--- config.mk ---
export PLATFORM = sky130hd
export DESIGN_NAME = mult8_iter_4b
export DESIGN_NICKNAME = d
export VERILOG_FILES = /design/src/rtl/mult8_iter_4b.sv
export SDC_FILE = /design/constraint.sdc
export NUM_CORES = 1
export LEC_CHECK = 0
export ABC_AREA = 1
export BUFFER_PORTS_ARGS = -buffer_cell sky130_fd_sc_hd__buf_4
export CORE_UTILIZATION = 35
export DETAILED_ROUTE_END_ITERATION = 16
export PLACE_DENSITY = 0.64
export SLEW_MARGIN = 20
export SYNTH_ARGS = -nofsm -noshare
export SYNTH_HDL_FRONTEND = slang
export SYNTH_SLANG_ARGS = --single-unit
export TNS_END_PERCENT = 30
--- constraint.sdc ---
create_clock -name clk -period 5.7 [get_ports clk]
set_input_delay 0.57 -clock clk [delete_from_list [all_inputs] [get_ports clk]]
set_output_delay 0.57 -clock clk [all_outputs]
set_load 0.02 [all_outputs]
--- src/rtl/mult8_iter_4b.sv ---
// Iterative unsigned multiplier: one 4x4 array multiplier reused over
// all digit pairs, shift-accumulating into a double-width product.

module main (
    input  logic [3:0] x,
    input  logic [3:0] y,
    output logic [7:0] o
);
    always_comb begin
        o = '0;
        for (int k = 0; k < 4; k++) begin
            o = o + ({4'b0, x & {4{y[k]}}} << k);
        end
    end
endmodule

module mult8_iter_4b #(
    parameter int OPW = 8
) (
    input  logic             clk,
    input  logic             rst,
    input  logic             in_valid,
    output logic             in_ready,
    input  logic [OPW-1:0]   a,
    input  logic [OPW-1:0]   b,
    output logic             out_valid,
    input  logic             out_ready,
    output logic [2*OPW-1:0] p,
    output logic             busy
);
    localparam int D  = OPW / 4;
    localparam int K  = D * D;
    localparam int IW = (K > 1) ? $clog2(K) : 1;
    localparam int PW = 2 * OPW;

    typedef enum logic [1:0] {IDLE, RUN, DONE} state_t;

    state_t          state;
    logic [OPW-1:0]  a_r;
    logic [OPW-1:0]  b_r;
    logic [PW-1:0]   acc;
    logic [IW-1:0]   idx;
    logic [IW-1:0]   di;
    logic [IW-1:0]   dj;
    logic [3:0]      x;
    logic [3:0]      y;
    logic [7:0]      o;
    logic [PW-1:0]   addend;

    // idx walks a-digits fastest, b-digits slowest
    assign di     = idx % IW'(D);
    assign dj     = idx / IW'(D);
    assign x      = 4'(a_r >> (4 * di));
    assign y      = 4'(b_r >> (4 * dj));
    assign addend = PW'(o) << (4 * (di + dj));
    assign p      = acc;

    main u_mul (
        .x(x),
        .y(y),
        .o(o)
    );

    always_ff @(posedge clk) begin
        if (rst) begin
            state     <= IDLE;
            a_r       <= '0;
            b_r       <= '0;
            acc       <= '0;
            idx       <= '0;
            out_valid <= 1'b0;
            busy      <= 1'b0;
            in_ready  <= 1'b0;
        end else begin
            unique case (state)
                IDLE: begin
                    in_ready <= 1'b1;
                    if (in_valid && in_ready) begin
                        a_r      <= a;
                        b_r      <= b;
                        acc      <= '0;
                        idx      <= '0;
                        in_ready <= 1'b0;
                        busy     <= 1'b1;
                        state    <= RUN;
                    end
                end
                RUN: begin
                    acc <= acc + addend;
                    idx <= idx + 1'b1;
                    if (idx == IW'(K - 1)) begin
                        out_valid <= 1'b1;
                        state     <= DONE;
                    end
                end
                DONE: begin
                    if (out_ready) begin
                        out_valid <= 1'b0;
                        busy      <= 1'b0;
                        in_ready  <= 1'b1;
                        state     <= IDLE;
                    end
                end
                default: state <= IDLE;
            endcase
        end
    end
endmodule

==> Yosys cells after proc, flatten, opt, wreduce, memory -nomap -nowiden <==
Cells that the tools add are included.
{ "word_totals": {"word_cells": 54, "ff_bits": 39, "out_inout_bits": 19, "input_bits": 20} }
{ "op_classes": {"reduce_logical": 11, "bitwise_logic": 4, "mux": 16, "n_eq_ne": 6, "shifts": 3, "add_sub_neg": 6} }
{ "op_table": {"columns": ["op", "count"], "rows": [
  ["16-bit one-hot mux with 2 select lines", 1],
  ["16-bit adder", 1],
  ["4-bit AND", 4],
  ["16-bit 2-to-1 mux", 1],
  ["8-bit by 4-bit << shifter with 16-bit output", 1],
  ["8-bit by 3-bit >> shifter with 4-bit output", 2],
  ["3-bit AND reduction", 3],
  ["7-bit by 7-bit adder with 8-bit output", 1],
  ["2-bit 2-to-1 mux", 4],
  ["6-bit by 6-bit adder with 7-bit output", 1],
  ["4-bit by 5-bit adder with 6-bit output", 1],
  ["2-bit != test, second input constant", 3],
  ["1-bit one-hot mux with 2 select lines", 3],
  ["2-bit one-hot mux with 3 select lines", 1],
  ["2-bit AND reduction", 3],
  ["2-bit nonzero test", 3],
  ["1-bit 2-to-1 mux", 5],
  ["2-bit == test, second input constant", 2],
  ["2-bit one-hot mux with 2 select lines", 1],
  ["1-bit by 1-bit adder with 2-bit output", 1],
  ["2-bit by 1-bit adder with 2-bit output, second input constant", 1],
  ["2-bit by 1-bit == test with 1-bit output, second input constant", 1],
  ["2-bit zero test", 1],
  ["1-bit logical AND", 1]
]} }

==> Logic depth before layout (Yosys ltp) <==
{ "depth": {"depth_word": 8, "depth_mapped": 27} }

==> Modules after synthesis <==
Synthesis repeated with hierarchy kept, for this count alone.
{ "unflattened": {"cells_unflattened": 492, "area_unflattened_um2": 3052.9} }
{ "modules_own_cells": {"columns": ["mod", "cells_per_inst", "area_each_um2", "n_inst", "seq_area_each_um2"], "rows": [
  ["mult8_iter_4b", 425, 2620.0, 1, 780.7],
  ["main", 67, 432.9, 1, 0.0]
]} }

==> Worst setup path before layout <==
No wires, ideal clock.
{ "synth_path": {"kind": "reg-to-reg", "from": "register idx[1]", "to": "register acc[15] (netlist: p[15])", "setup_ns": 0.134, "period_less_slack_ns": 4.224, "path_stages_with_launch": 26, "path_buffers": 1, "setup_slack_ns": 1.476, "arrival_ns": 4.090, "path_cell_list": "dfxtp_1 > buf_2 > mux2i_1 > nor2_1 > fa_1 > inv_1 > fa_1 > inv_1 > ha_1 > fa_1 > nand2_1 > nand2_1 > nand3_1 > nand3_1 > nand2_1 > nor2_1 > ha_1 > nand2_2 > inv_2 > nand2_1 > nor3_1 > nand2_1 > nand3_1 > nand3_1 > nand3_1 > a21oi_1"} }
{ "synth_via": {"elab_chain_len": 8, "elab_cells_between_ends": 12, "classes_between": "5 x add/sub; 2 x shift; 1 x mux; 4 x bitwise"} }
{ "synth_lines": {"columns": ["item", "line_no", "rtl"], "rows": [
  ["from (decl)", "42", "logic [IW-1:0] idx;"],
  ["from (signal assigned)", "90", "idx <= idx + 1'b1;"],
  ["8-bit by 3-bit >> shifter with 4-bit output", "54", "assign y = 4'(b_r >> (4 * dj));"],
  ["4-bit AND", "12", "o = o + ({4'b0, x & {4{y[k]}}} << k);"],
  ["4-bit by 5-bit adder with 6-bit output", "12", null],
  ["6-bit by 6-bit adder with 7-bit output", "12", null],
  ["7-bit by 7-bit adder with 8-bit output", "12", null],
  ["8-bit by 4-bit << shifter with 16-bit output (*)", "55", "assign addend = PW'(o) << (4 * (di + dj));"],
  ["16-bit adder (*)", "89", "acc <= acc + addend;"],
  ["16-bit one-hot mux with 2 select lines (*)", "75", "unique case (state)"],
  ["to (signal assigned)", "89", null],
  ["to (decl)", "41", "logic [PW-1:0] acc;"]
]} }
Mark *: on every way between the ends. The rest lies on a longest branch, timed or not.
A chain may end at the register's enable or synchronous reset.

==> Worst setup path in the final report <==
Same ends and word-level chain as after synthesis.

==> metrics.cfg <==
[logic_synthesis]
yosysTopAreaCell = dfxtp_1
synth.yosys.seq_area_share = 0.276
synth-edff-count = 0
yosys_warnings = 0
synthCells = 409
synthesis.area_um2 = 2820
async_flop_share = 0
synth_fp_nets = 461
post_synth.cell_area_avg_um2 = 6.90
synth_ff_type = dfxtp_1
ys_types = 33
synth_seq_cells = 39
yosysMostFrequentCell = nand2_1
synth_top_area_share = 0.276
synth_commonest_cells = nand2_1 (85), nor2_1 (63), a21oi_1 (45)
yosys-top-cells-area = dfxtp_1 (28%), ha_1 (12%), nand2_1 (11%)

[detailed_routing]
firstDrtPassIters = 4
antenna_left = 0
num_vias = 2665
drc = 0
finalWirelength_um = 6820
wl_met2_um = 3340
met3WireLength_um = 260
wl_met1_um = 3120
avgRoutedWirePerCell_um = 12.5
highest_layer = met4
avgViaCountPerCell = 4.88
drt-initial-drc-count = 112

[cts]
holdBufCountCts = 0
cts_sinks = 39
htree_levels = 2
path_clk_slew_ns = 0.09
cts_tree = built
cts-root-buf = clkbuf_8
cts_resized = 0
cts_buffer_depth = 2
worstSkewPairLatency_ns = 0.30
cts_setup_buffers = 0
cts_buffers = 5

[die]
num_rows = 32
start_util = 0.364
dieArea_um2 = 8430
die_y_um = 91.8
core_um2 = 7770
die_x_um = 91.8
ioPinCount = 39

[power_and_ir_drop]
ir_drop_v = 0.000116
p_per_area_nw_per_um2 = 204
design_power_total_uw = 674
power.leakage_nw = 1.56

[timing]
final-hold-violation-count = 0
fin_hold_ws_ns = 0.468
tightestPinTransition_ns = 0.500
skew_ns = 0.00428
setup_ws_ns = 1.02
max_freq_mhz = 214
min_period_ns = 4.68
slew_headroom = 0.666
slew_violations = 0
period_share = 0.821
setup_tns_ns = 0
finalSetupViolations = 0
rsz0062_at_grt = no

[place]
gp_congestion = 0.898
dp_cells = 538
place_hpwl_um = 5350
portBuffers = 38
dp_slack_ns = 1.03
placed_cell_area_um2 = 3190

[global_routing]
grt_usage = 0.171
overflow = 0
grt_pass1_wl_um = 11400
grt_pass1_vias = 2531
antenna_found_initial = 0
grt_max_degree = 25

[hold_path]
hold_path_depth = 2
holdPathEnd = out_valid
hold_path_class = reg2reg
hp-start = out_valid

[setup_path]
critPathLaunchType = flop
critical_path_class = reg2reg
crit_chain = mux2i_1 -> nor2_1 -> fa_1 -> inv_1 -> fa_1 -> inv_1 -> ha_1 -> fa_1 -> nand2_1 -> nand2_1 -> nand3_1 -> nand3_1 -> nand2_1 -> nor2_1 -> ha_1 -> nand2_2 -> inv_2 -> nand2_1 -> nor3_1 -> nand2_1 -> nand3_1 -> nand3_1 -> nand3_1 -> a21oi_1
r2r_slack_ns = 1.02
cp_max_fo = 6
required_ns = 5.89
slowest_stage = fa_1
r2r.worst_path.cells = 24
regToRegStartpoint = idx[1]
slowest_delay_ns = 0.55
timing.rr.end = p[15]
end_kind = flop
worstPathArrival_ns = 4.87

[outcome]
outcome = completed

[finish]
postLayoutCellArea_um2 = 3310
final_util = 0.426
area_delta_synth_final_pct = 17.1
drive_above_1_share = 0.169
diodes = 0
final_cells = 546
fin_nets = 495

[job]
drv_cap = 0

## per-layer routing
metal,up-vias,track usage
met2,57,0.306
met3,10,0.0307
met4,0,0.0573
li1,1425,-
met1,1173,0.204
met5,-,0
## where the power goes
part	switching [mW]	internal, mW
logic	0.0778	0.0445
registers	0.00904	0.285
clock network	0.113	0.144
total	0.200	0.474
## cell families after synthesis
group / Yosys count / share of synthesized area
muxes: 5 / 0.0177
xor gates and xnor gates: 2 / 0.00620
adders and majority gates: 32 / 0.158
AOI/OAI and AO/OA: 89 / 0.170
DFF: 39 / 0.276
buffers and inverters: 44 / 0.0616
and+or+nand+nor: 198 / 0.311
## worst max-delay path: cells and delay by family (launching register included)
kind	cells	cell delay, ns
muxes	1	0.40
adders and majority gates	5	2.12
buffers and inverters	3	0.17
and+or+nand+nor	14	1.30
AOI/OAI and AO/OA	1	0.06
DFF	1	0.50
## cells in the final DEF, fill, tap and decap left out, types with 2 or more instances in the layout
cell type,n
a21o_1,3
a21oi_1,45
a21oi_2,4
buf_4,38
clkbuf_8,6
dfxtp_1,39
fa_1,6
ha_1,26
inv_1,26
inv_2,6
mux2i_1,5
nand2_1,85
nand2_2,5
nand3_1,24
nand3_2,2
nand3b_1,3
nand4_1,2
nor2_1,63
nor3_1,3
o21ai_0,31
o21ai_1,2
o22ai_1,2
or2_2,6
xor2_1,2
## flip-flops by register name, indices dropped and copies added (netlist names)
name and flops:
p 16, a_r 8, b_r 8, idx 2, state 2, busy 1, in_ready 1, out_valid 1
## layout make-up
cell class	instances	area (um^2)
tap	102	128
multi-input combinational	326	1870
clock buffer	6	82.6
clock inverter	2	38.8
timing repair buffer	38	285
fill	835	4460
inverter	33	124
sequential	39	781
## how the worst max path moves through the flow
stage | to | slack [ns] | cells past startpoint | startpoint
after global placement | p[15] | 1.11 | 24 | idx[1]
after floorplan | p[15] | 1.48 | 25 | idx[1]
after detailed placement | p[15] | 1.03 | 24 | idx[1]
after CTS | p[15] | 1.01 | 24 | idx[1]
after global routing | p[15] | 0.68 | 23 | idx[0]
final | p[15] | 1.02 | 24 | idx[1]
Note: power is estimated with default switching activity, not from simulation.
